`src/rtl/store_buffer_if.sv`:
```
// Store-request and memory-drain signal bundle for store_buffer.
// slave is the buffer itself; master is whoever issues stores and services memory.
interface store_buffer_if;
  logic        st_valid;
  logic        st_ready;
  logic [1:0]  st_size;
  logic [31:0] st_addr;
  logic [31:0] st_data;
  logic        st_err;
  logic        mem_valid;
  logic        mem_ready;
  logic [31:0] mem_addr;
  logic [31:0] mem_wdata;
  logic [3:0]  mem_be;

  modport master (
    output st_valid, st_size, st_addr, st_data, mem_ready,
    input  st_ready, st_err, mem_valid, mem_addr, mem_wdata, mem_be
  );

  modport slave (
    input  st_valid, st_size, st_addr, st_data, mem_ready,
    output st_ready, st_err, mem_valid, mem_addr, mem_wdata, mem_be
  );
endinterface

```
`src/rtl/store_buffer.sv`:
```
// Store write buffer: formats sb/sh/sw onto byte lanes, rejects misaligned/reserved stores,
// and queues accepted stores in a DEPTH-entry FIFO drained over a valid/ready handshake.
module store_buffer #(
  parameter int unsigned DEPTH = 4,
  parameter int unsigned CW    = $clog2(DEPTH + 1)
) (
  input  logic          clk,
  input  logic          reset,
  store_buffer_if.slave bus,
  output logic          empty,
  output logic [CW-1:0] count
);
  localparam int unsigned PW = $clog2(DEPTH);

  logic [PW-1:0] head_q, head_d, tail_q, tail_d;
  logic [CW-1:0] count_q, count_d;
  logic          err_q;

  logic [31:0] addr_q  [DEPTH];
  logic [31:0] wdata_q [DEPTH];
  logic [3:0]  be_q    [DEPTH];

  logic [31:0] lane_wdata;
  logic [3:0]  lane_be;
  logic        bad;
  logic        full, accept, enq, deq;

  // Lane formatting; bad marks stores that complete the handshake but are dropped.
  always_comb begin
    lane_wdata = '0;
    lane_be    = '0;
    bad        = 1'b0;
    case (bus.st_size)
      2'b00: begin
        lane_wdata = {4{bus.st_data[7:0]}};
        lane_be    = 4'b0001 << bus.st_addr[1:0];
      end
      2'b01: begin
        bad        = bus.st_addr[0];
        lane_wdata = {2{bus.st_data[15:0]}};
        lane_be    = bus.st_addr[1] ? 4'b1100 : 4'b0011;
      end
      2'b10: begin
        bad        = |bus.st_addr[1:0];
        lane_wdata = bus.st_data;
        lane_be    = 4'b1111;
      end
      default: bad = 1'b1;
    endcase
  end

  assign full         = (count_q == CW'(DEPTH));
  assign empty        = (count_q == '0);
  assign count        = count_q;
  assign bus.st_ready = !full;
  assign bus.st_err   = err_q;
  assign accept       = bus.st_valid && !full;
  assign enq          = accept && !bad;
  assign deq          = !empty && bus.mem_ready;

  assign bus.mem_valid = !empty;
  assign bus.mem_addr  = empty ? '0 : addr_q[head_q];
  assign bus.mem_wdata = empty ? '0 : wdata_q[head_q];
  assign bus.mem_be    = empty ? '0 : be_q[head_q];

  // DEPTH is a power of two, so pointers wrap by natural overflow.
  always_comb begin
    head_d  = head_q;
    tail_d  = tail_q;
    count_d = count_q;
    if (enq) tail_d = tail_q + PW'(1);
    if (deq) head_d = head_q + PW'(1);
    if (enq && !deq) begin
      count_d = count_q + CW'(1);
    end else if (!enq && deq) begin
      count_d = count_q - CW'(1);
    end
  end

  always_ff @(posedge clk) begin
    if (reset) begin
      head_q  <= '0;
      tail_q  <= '0;
      count_q <= '0;
      err_q   <= 1'b0;
    end else begin
      head_q  <= head_d;
      tail_q  <= tail_d;
      count_q <= count_d;
      err_q   <= accept && bad;
    end
  end

  // Storage needs no reset: entries are only visible through count.
  always_ff @(posedge clk) begin
    if (enq) begin
      addr_q[tail_q]  <= {bus.st_addr[31:2], 2'b00};
      wdata_q[tail_q] <= lane_wdata;
      be_q[tail_q]    <= lane_be;
    end
  end
endmodule

```
`src/flat_wrapper.sv`:
```
// flat-port wrapper written by rule: the top's interface ports become plain ports
module store_buffer_flat 
#(
  parameter int unsigned DEPTH = 4,
  parameter int unsigned CW    = $clog2(DEPTH + 1)
)
  (clk, reset, empty, count, bus_st_valid, bus_st_size, bus_st_addr, bus_st_data, bus_mem_ready, bus_st_ready, bus_st_err, bus_mem_valid, bus_mem_addr, bus_mem_wdata, bus_mem_be);
  store_buffer_if bus_i ();
  input  logic clk;
  input  logic reset;
  output logic empty;
  output logic [CW-1:0] count;
  input wire logic [$bits(bus_i.st_valid)-1:0] bus_st_valid;
  input wire logic [$bits(bus_i.st_size)-1:0] bus_st_size;
  input wire logic [$bits(bus_i.st_addr)-1:0] bus_st_addr;
  input wire logic [$bits(bus_i.st_data)-1:0] bus_st_data;
  input wire logic [$bits(bus_i.mem_ready)-1:0] bus_mem_ready;
  output wire logic [$bits(bus_i.st_ready)-1:0] bus_st_ready;
  output wire logic [$bits(bus_i.st_err)-1:0] bus_st_err;
  output wire logic [$bits(bus_i.mem_valid)-1:0] bus_mem_valid;
  output wire logic [$bits(bus_i.mem_addr)-1:0] bus_mem_addr;
  output wire logic [$bits(bus_i.mem_wdata)-1:0] bus_mem_wdata;
  output wire logic [$bits(bus_i.mem_be)-1:0] bus_mem_be;
  assign bus_i.st_valid = bus_st_valid;
  assign bus_i.st_size = bus_st_size;
  assign bus_i.st_addr = bus_st_addr;
  assign bus_i.st_data = bus_st_data;
  assign bus_i.mem_ready = bus_mem_ready;
  assign bus_st_ready = bus_i.st_ready;
  assign bus_st_err = bus_i.st_err;
  assign bus_mem_valid = bus_i.mem_valid;
  assign bus_mem_addr = bus_i.mem_addr;
  assign bus_mem_wdata = bus_i.mem_wdata;
  assign bus_mem_be = bus_i.mem_be;
  store_buffer #(.DEPTH(DEPTH), .CW(CW)) u_core (.clk(clk), .reset(reset), .bus(bus_i), .empty(empty), .count(count));
endmodule
```
`config.mk`:
```
export PLATFORM = sky130hd
export DESIGN_NAME = store_buffer_flat
export DESIGN_NICKNAME = d
export VERILOG_FILES = /design/src/rtl/store_buffer_if.sv /design/src/rtl/store_buffer.sv /design/src/flat_wrapper.sv
export SDC_FILE = /design/constraint.sdc
export NUM_CORES = 1
export LEC_CHECK = 0
export CORE_MARGIN = 1
export CORE_UTILIZATION = 48
export CTS_CLUSTER_DIAMETER = 50
export DETAILED_ROUTE_END_ITERATION = 6
export PLACE_DENSITY_LB_ADDON = 0.3
export SYNTH_ARGS = -nofsm -noshare
export SYNTH_HDL_FRONTEND = slang
export SYNTH_SLANG_ARGS = --single-unit
```
`constraint.sdc`:
```
create_clock -name clk -period 6.3 [get_ports clk]
set_input_delay 1.26 -clock clk [delete_from_list [all_inputs] [get_ports clk]]
set_output_delay 1.26 -clock clk [all_outputs]
set_load 0.005 [all_outputs]
```
==> results by stage <==
Outcome:
- The flow ran to the end, and the final reports show no timing, DRC or antenna violations.

Power:
- The clock network fraction of total power is 31.1%.
- The power per unit of standard cell area is 384.2 nW/µm².
- The logic gate share of total power is 27.3%.
- The cell-internal power is 3911 µW.
- In this run the power spent charging and discharging nets is 1288 µW.
- For this design the static power due to leakage is 0.004487 µW.
- The fraction of power spent switching nets is 24.78%.
- The share of power burned in registers is 41.6%.
- The peak supply drop is 0.5346 mV.

Floorplanning:
- The core box area is 22,090 µm².
- The floorplan row count is 54.
- The floorplan step defined a die boundary enclosing 23,440 µm².
- The die is 153.1 µm wide.
- The floorplan step set the die height to 153.1 µm.
- The initial standard-cell utilization of the core is 49.60%.
- The number of top-level pins is 145.

CTS:
- For the worst-skew pair, the clock arrives at the later sink with an insertion delay of 0.53 ns.
- The number of sinks on the clock net is 274.
- In this run the number of H-tree levels came out at 1.
- Counting along the longest clock path gives a buffer depth of 3.
- The number of setup buffers added after CTS is 0.
- Once the clock tree was built, the resizer swapped 0 gates to a different size.
- In this run, CTS created clock tree buffers numbering 29.
- The CTS root buffer is sky130_fd_sc_hd__clkbuf_16.
- After clock tree synthesis, the clock-pin slew on the worst setup and hold paths is 0.06 ns.
- The clock tree from TritonCTS is yes.
- Buffers inserted to repair hold after CTS numbered 0.

Final layout:
- In the final layout, the share of cells above drive strength 1 is 16.97%.
- The number of fill cells is 1,600.
- After the last flow step, the layout net total stands at 779.
- In the final layout, the multi-input gates occupy 2618 µm².
- The count of antenna diodes in the layout is 0.
- Across the whole layout, storage elements account for 8135 µm².
- From synthesis to final layout, the design area changed by 23.47%.
- After routing the design area is 13,530 µm².

Timing:
- The number of hold violations in the final report came to 0.
- The setup TNS is 0 ns.
- Static timing analysis puts the maximum clock frequency at 0.2498 GHz.
- For the final database, setup skew stands at 0.01651 ns.
- The worst pin sits at a relative slew slack of 30.69%.
- Setup violations remaining at the end of the flow were counted as 0.
- The final critical path takes up 63.54% of the cycle.
- Setup repair after global routing left no endpoint under its margin.
- The number of slew-limit violations in the final report came to 0.
- Hold is met by 0.5148 ns.
- The shortest period the worst path allows is 4.003 ns.
- The slew at the pin closest to its max-slew limit is 1.040 ns.
- The worst path meets setup with 2.297 ns of slack.

GRT:
- Entering global routing, the biggest net connects 69 pins.
- The number of antenna violations at the first check in global routing is 0.
- The via count of the first global-routing pass was 6,049.
- Summed over all layers, the global routing overflow is 0.
- Global routing used 18.93% of the available tracks across all layers.
- The first global-routing pass estimated 33.67 mm of wire.

Synth:
- The synthesized netlist contains 29 unique library cells.
- A synthesized cell averages 19.68 µm².
- The largest total area in the synthesized netlist belongs to sky130_fd_sc_hd__edfxtp_1.
- The most common cell in the synthesized netlist is sky130_fd_sc_hd__edfxtp_1.
- The commonest cells after synthesis are 264 x sky130_fd_sc_hd__edfxtp_1, 70 x sky130_fd_sc_hd__and2_1, 66 x sky130_fd_sc_hd__mux4_2, 16 x sky130_fd_sc_hd__a21o_1.
- Synthesis handed over a netlist of 557 instances.
- The netlist area before placement is 10,960 µm².
- The most used flip-flop cell after synthesis is sky130_fd_sc_hd__edfxtp_1.
- Sequential cells were found to cover 74.16% of the synthesized design area.
- After synthesis, the share of flip-flops with an asynchronous set or reset is 0%.
- The synthesized design devotes to its leading area cell type 72.34% of total area.
- The synthesized design contains 264 enable-type register cells.
- Yosys printed 0 warnings.
- Counting flops and latches in the post-synthesis netlist gives 274.
- Ranked by total cell area, the synthesized netlist is headed by sky130_fd_sc_hd__edfxtp_1 72%, sky130_fd_sc_hd__mux4_2 14%, sky130_fd_sc_hd__and2_1 4.0%, sky130_fd_sc_hd__dfxtp_1 1.8%, sky130_fd_sc_hd__mux2i_1 1.1%.

Routing:
- For this run, the detailed router's first-pass iteration total came to 4.
- Dividing the detail-routed via count by the number of cells gives 5.500.
- The count of nets left with antenna violations once routing finished came out at 0.
- After detailed routing, the total wire length is 21.27 mm.
- After detailed routing, the number of remaining DRC violations is 0.
- In the final routed layout, each cell accounts on average for 21.17 µm.
- The first-iteration detailed-routing DRC count is 337.
- The total number of vias is 5,528.

Worst hold path:
- The cell depth of the worst hold path is 2.
- The terminating pin of the worst hold path is u_core.tail_q[1].
- The tightest min-delay check is of the reg2reg type.
- The worst hold path begins at u_core.tail_q[1].

Setup path:
- The worst endpoint required time is 5.04 ns.
- The data arrival time of the worst path is 2.74 ns.
- The endpoint class of the critical path is an output port.
- The startpoint identified for the worst register-to-register timing path is u_core.count[0].
- The internal reg-to-reg setup slack is 3.93 ns.
- The worst register-to-register path ends at u_core.count[2].
- STA classifies the critical path startpoint as a flip-flop.
- Counting cells, the worst reg-to-reg path comes to 8.
- In this run the worst path has a maximum fanout of 33.
- By startpoint and endpoint, the worst setup path is classified as reg2out.

Place:
- Once detailed placement completed, the half-perimeter wirelength came to 12.43 mm.
- The count of port buffers added during placement is 142.
- The weighted congestion at the end of routability-driven global placement is 0.7865.
- The pre-CTS worst setup slack is 2.386 ns.
- After detailed placement, the total cell area comes to 12,610 µm².

Run:
- Max-cap violations in this run came to 0.
sequential cells by signal, summed over array words and instances (netlist names), named ones only:
| register | flops |
|---|---|
| u_core.tail_q | 2 |
| u_core.head_q | 2 |
| u_core.bus.st_err | 1 |
| u_core.be_q | 16 |
| u_core.wdata_q | 128 |
| u_core.count | 3 |
| u_core.addr_q | 120 |
worst max path at each step:
stage              startpoint                   to  slack [ns]  depth (start not counted)
2_1_floorplan  bus_st_size[0]  u_core.addr_q[0][0]        2.36                          4
3_3_place_gp   bus_st_size[0]      u_core.count[2]        2.50                         10
3_5_place_dp   bus_st_size[0]      u_core.count[2]        2.39                         10
4_1_cts             flip-flop    bus_mem_wdata[10]        2.23                          4
5_1_grt             flip-flop    bus_mem_wdata[10]        2.12                          4
6_report            flip-flop    bus_mem_wdata[15]        2.30                          4
area by class of cell:
type	count	share of cell area, %
Multi-Input combinational cell	238	19.34
Tap cell	280	2.589
Clock inverter	14	0.9431
Sequential cell	274	60.12
Inverter	13	0.3606
Clock buffer	39	5.862
Timing Repair Buffer	147	10.78
kinds of logic (layout without fill, tap and decap cells):
kind of cell | Yosys count | in the layout | synth area share (%)
AOI/OAI and AO/OA | 44 | 44 | 2.478
xor gates and xnor gates | 4 | 4 | 0.3196
adders and majority gates | 6 | 6 | 0.7535
buffers and inverters | 46 | 213 | 2.112
DFF | 274 | 274 | 74.16
muxes | 79 | 79 | 14.80
other | 1 | 2 | 0.03422
and+or+nand+nor | 103 | 103 | 5.343
routing by layer:
layer  GRT usage, %  up-vias  part of all wire [%]
li1               -     2490                     -
met5              0        -                     0
met4          4.618        0                   2.2
met2          31.85      182                    49
met3          3.204       33                   5.5
met1          25.89     2823                    43
through the flow:
step	util [%]	power, µW	std cells
floorplan	-	2934	558
global placement	57.08	3627	952
detailed placement	57.08	3650	952
CTS	61.25	5274	1005
global route	61.25	5441	1005
finish	61.25	5199	1005
critical path, cell delays in order (launching register included):
cell                              delay [ns]
sky130_fd_sc_hd__dfxtp_4                0.37
sky130_fd_sc_hd__buf_4                  0.55
sky130_fd_sc_hd__mux4_2                 0.63
sky130_fd_sc_hd__and2_1                 0.18
sky130_fd_sc_hd__clkdlybuf4s50_1        0.44
power groups by stage:
stage | Sequential [µW] | Clock (µW) | Combinational (µW)
global route | 2170 | 1720 | 1550
detailed placement | 2200 | 0 | 1450
finish | 2160 | 1620 | 1420
global placement | 2190 | 0 | 1430
floorplan | 2160 | 0 | 774
CTS | 2160 | 1650 | 1460
cells in the final DEF (no fill, tap or decap), types with 2 or more instances in the layout:
cell type	synthesis	final
sky130_fd_sc_hd__edfxtp_1	264	264
sky130_fd_sc_hd__ha_1	5	5
sky130_fd_sc_hd__bufinv_16	0	2
sky130_fd_sc_hd__clkinv_2	0	5
sky130_fd_sc_hd__dfxtp_1	10	8
sky130_fd_sc_hd__clkinv_1	0	4
sky130_fd_sc_hd__conb_1	1	2
sky130_fd_sc_hd__and2_1	70	66
sky130_fd_sc_hd__clkbuf_8	0	3
sky130_fd_sc_hd__nand2b_1	3	3
sky130_fd_sc_hd__clkbuf_1	15	7
sky130_fd_sc_hd__a21oi_1	14	14
sky130_fd_sc_hd__nand2_1	9	9
sky130_fd_sc_hd__dfxtp_4	0	2
sky130_fd_sc_hd__xor2_1	4	4
sky130_fd_sc_hd__mux4_2	66	66
sky130_fd_sc_hd__nor2_1	15	15
sky130_fd_sc_hd__and2_4	0	4
sky130_fd_sc_hd__buf_4	2	5
sky130_fd_sc_hd__a21o_1	16	16
sky130_fd_sc_hd__mux2i_1	12	12
sky130_fd_sc_hd__clkdlybuf4s50_1	0	142
sky130_fd_sc_hd__o21ai_0	11	11
sky130_fd_sc_hd__inv_1	13	13
sky130_fd_sc_hd__clkbuf_16	0	29
Note: power is estimated with default switching activity, not from simulation.
==> edit 1, RTL diff (same flow settings) <==
Reset style: asynchronous (`reset`), changed in one clocked block.
--- a/src/rtl/store_buffer.sv
+++ b/src/rtl/store_buffer.sv
@@ -77,7 +77,7 @@
     end
   end
 
-  always_ff @(posedge clk) begin
+  always_ff @(posedge clk or posedge reset) begin
     if (reset) begin
       head_q  <= '0;
       tail_q  <= '0;
Function: differs if reset is asserted again (counterexample within 4 cycles, from zero or initial values and one cycle with reset high); with reset held inactive, the same outputs for 4 cycles.
==> edit 1 against the original RTL <==
Sequential share of layout area grew 0.57 points. Non-clock buffer count shrank 1. Power grew 10%. Die area shrank 0.22%. Routed wire length shrank 2.5%. Worst hold slack lost 0.0064 ns. Largest cell class unchanged. Sequential cell count shrank 2. Final area shrank 0.94%. Area after synthesis shrank 0.23%. Critical path type unchanged. Worst setup slack lost 0.58 ns.
==> edit 1: results <==
status:
  status: "complete, no violations"
grt:
  antenna_found_initial: 1
  grt_pass1_wl_um: 32700
  track_usage_pct: 18.4
  grt_pass1_vias: 5908
  grt_max_degree: 71
synthesis:
  netlist_top_cells_area: "edfxtp_1, mux4_2, and2_1"
  synth_edf_count: 264
  yosys_most_used_dff: "edfxtp_1"
  ys_seq_area_share_pct: 74.3
  syn_inst: 547
  synthArstFlopShare_pct: 2.94
  yosysWarnings: 0
  synthTopCellsByCount: "edfxtp_1, and2_1, mux4_2"
  ys_types: 31
placement:
  routabilityCongestion: 0.773
  dp_slack_ns: 2.12
  numPortBuffers: 142
  placedCellCount: 940
  dp_hpwl_um: 12100
drt:
  finalWirelength_um: 20800
  dr.pass1.iters: 5
  viasPerCell: 5.44
  drtIter0Drc: 392
  wl_per_cell_um: 20.9
  antenna_left: 0
clock_tree:
  clockBufferDepth: 3
  post_cts_buffers: 0
  cts_made_buffers: 29
  clk_pin_slew_worst_paths_ns: 0.06
  cts_root_buffer: "clkbuf_16"
  cts.repair.resized: 0
  cts_max_level: 1
  worst_skew_pair.late_latency_ns: 0.54
hold_path:
  hp-class: "register to register"
setup_path:
  crit_fanout: 47
  arrival_ns: 3.32
timing:
  worstMarginPinSlew_ns: 1.02
  finClkSkew_ns: 0.0269
finish:
  fillers: 1602
  top_regs: "u_core.wdata_q x128, u_core.addr_q x120, u_core.be_q x16"
  diodes: 0
  final_net_count: 767
  drive_gt1_share_pct: 17.3
power:
  p_leak_nw: 4.53
  ir_worst_vdd_mv: 0.277
  power.internal_mw: 4.21
[edit 1: changes by cell type after synthesis, moves of 2 or more]
cell	unedited run	this run
dfxtp_1	10	0
dfrtp_1	0	8
nor2_1	15	9
buf_6	5	1
xnor2_1	0	4
buf_1	0	3
buf_12	0	3
buf_2	11	8
buf_4	2	4
mux2i_1	12	10
nand2b_1	3	1
xor2_1	4	2
[edit 1: worst paths after layout]
path / startpoint / to / slack (ns) / cells after the start
max in group asynchronous: reset / u_core.head_q[0]$_DFFE_PP0P_ / 5.08 / 2
min in group asynchronous: reset / u_core.count[0]$_DFFE_PP0P_ / 0.96 / 2
setup reg to reg: u_core.count[0]$_DFFE_PP0P_ / u_core.count[2]$_DFFE_PP0P_ / 3.67 / 9
hold / removal: u_core.count[2]$_DFFE_PP0P_ / u_core.count[2]$_DFFE_PP0P_ / 0.51 / 1
hold reg to reg: u_core.count[2]$_DFFE_PP0P_ / u_core.count[2]$_DFFE_PP0P_ / 0.51 / 1
setup / recovery: u_core.head_q[0]$_DFFE_PP0P_ / bus_mem_addr[3] / 1.72 / 4
[edit 1: power by group through the flow]
stage                     clock network, mW  registers, mW  logic [mW]
final                                  1.51           2.44        1.77
after global routing                   1.61           2.49        1.91
after CTS                              1.54           2.46        1.81
after detailed placement                  0           2.50        1.80
after global placement                    0           2.48        1.79
after floorplan                           0           2.29        1.12
[edit 1: final cells by class]
class | count | area, um^2 | area share, %
clock buffer | 32 | 737 | 5.50
clock inverter | 20 | 115 | 0.859
inverter | 14 | 52.6 | 0.392
multi-input combinational | 228 | 2560 | 19.1
sequential | 272 | 8140 | 60.7
tap | 280 | 350 | 2.61
timing repair buffer | 146 | 1450 | 10.8
[edit 1: through the flow]
step / power (mW) / cell area (um^2)
5_1_grt: 6.01 / 13400
3_5_place_dp: 4.29 / 12600
4_1_cts: 5.81 / 13400
6_report: 5.73 / 13400
2_1_floorplan: 3.41 / 10900
3_3_place_gp: 4.27 / 12600
[edit 1: cell families after synthesis]
logic type	Yosys count	share of synthesized area, %
flip-flops	272	74.3
AND/OR/NAND/NOR	96	5.05
multiplexers	78	14.7
buffers and inverters	48	2.39
AO/OA/AOI/OAI	40	2.24
adder cells (fa/ha/maj)	6	0.755
XOR/XNOR	6	0.481
other	1	0.0343
[edit 1: critical path: stages, from the launching register on]
cell	delay, ns
dfrtp_4	1.05
buf_4	0.53
mux4_2	0.57
and2_1	0.18
clkdlybuf4s50_1	0.43
[edit 1: routing by layer]
| layer | vias to the layer above | GRT usage, % | wire length, um |
|---|---|---|---|
| met5 | - | 0 | 12 |
| met4 | 2 | 5.24 | 485 |
| met3 | 35 | 3.40 | 1250 |
| met2 | 186 | 31.3 | 10300 |
| met1 | 2737 | 24.4 | 8700 |
| li1 | 2439 | - | - |
==> edit 2, RTL diff (same settings) <==
Without the edit above. `DEPTH` is set to 4 in 2 places; all go to 2.
--- a/src/rtl/store_buffer.sv
+++ b/src/rtl/store_buffer.sv
@@ -1,7 +1,7 @@
 // Store write buffer: formats sb/sh/sw onto byte lanes, rejects misaligned/reserved stores,
 // and queues accepted stores in a DEPTH-entry FIFO drained over a valid/ready handshake.
 module store_buffer #(
-  parameter int unsigned DEPTH = 4,
+  parameter int unsigned DEPTH = 2,
   parameter int unsigned CW    = $clog2(DEPTH + 1)
 ) (
   input  logic          clk,
--- a/src/flat_wrapper.sv
+++ b/src/flat_wrapper.sv
@@ -1,7 +1,7 @@
 // flat-port wrapper written by rule: the top's interface ports become plain ports
 module store_buffer_flat 
 #(
-  parameter int unsigned DEPTH = 4,
+  parameter int unsigned DEPTH = 2,
   parameter int unsigned CW    = $clog2(DEPTH + 1)
 )
   (clk, reset, empty, count, bus_st_valid, bus_st_size, bus_st_addr, bus_st_data, bus_mem_ready, bus_st_ready, bus_st_err, bus_mem_valid, bus_mem_addr, bus_mem_wdata, bus_mem_be);
Interface: changed (resized count); port bits go from 145 to 144. The function was not compared with the original's and may differ.
==> edit 2 against the original RTL <==
The flow now finishes with violations (design-rule violations). Sequential cell count is 136 lower. Critical path depth is 1 lower. Largest power group unchanged. Final area is 42% lower. Area after synthesis is 47% lower. Power is 38% lower. Global-route usage hardly changed. Routed wire length is 45% lower. Worst setup slack better by 0.18 ns.
==> edit 2: results <==
grt:
  met2_usage_pct: 29.9
  grt_max_degree: 68
synthesis:
  synth_compound_area_share_pct: 4.83
  synthXorXnorAreaFrac_pct: 0.455
  ys_seq_area_share_pct: 70.7
  netlist_top_cells_area: "edfxtp_1, mux2i_1, nor2_1"
  synth.avg_cell_area_um2: 14.4
  synthMuxAreaShare_pct: 13.2
  synthTopCellsByCount: "edfxtp_1, nor2_1, mux2i_1"
drt:
  drtIter0Drc: 204
  viasPerCell: 5.22
  vias: 3617
  drc: 10
  dr.pass1.iters: 6
  dr_wl_met3_um: 755
setup_path:
  cp-endpoint: "bus_mem_wdata[0]"
  cpMaxStageDelayCell: "dfxtp_4"
  ff2ff_path_depth: 4
clock_tree:
  cts_made_buffers: 17
power:
  p_leak_nw: 2.76
  ir_worst_vdd_mv: 0.379
timing:
  hold_ws_ns: 0.516
  fin_ws_ns: 2.48
status:
  status: "finished with violations"
  violations: "design-rule violations"
placement:
  numPortBuffers: 141
  dpl_cell_area_um2: 7250
  dp_hpwl_um: 7350
  routabilityCongestion: 0.792
finish:
  drive_gt1_share_pct: 7.82
-- edit 2: cell count changes in the layout (fill, tap and decap cells not counted), moves of 7 or more --
cell	unedited run	this run
clkbuf_16	29	17
and2_1	66	0
nor2_1	15	77
edfxtp_1	264	132
mux2i_1	12	75
clkbuf_1	7	0
mux4_2	66	0
-- edit 2: power by group --
part           internal (mW)  total [mW]  switching [mW]  leakage (nW)
logic                  0.576       0.971           0.395          1.20
clock network          0.662        1.03           0.369         0.293
registers               1.10        1.21           0.107          1.26
-- edit 2: worst reg2reg max path: stages, from the launching register on --
cell and delay (ns):
dfxtp_1 0.42, nand2b_1 0.19, o211a_4 0.20, nor2b_4 0.65, buf_4 0.59
-- edit 2: final cells by class --
class	instances	area, um^2	area share [%]
inverters	10	37.5	0.477
flip-flops and latches	138	4090	51.9
clock buffers	17	425	5.40
clock inverters	15	199	2.53
repair buffers	144	1430	18.2
well taps	143	179	2.27
multi-input cells	226	1510	19.2
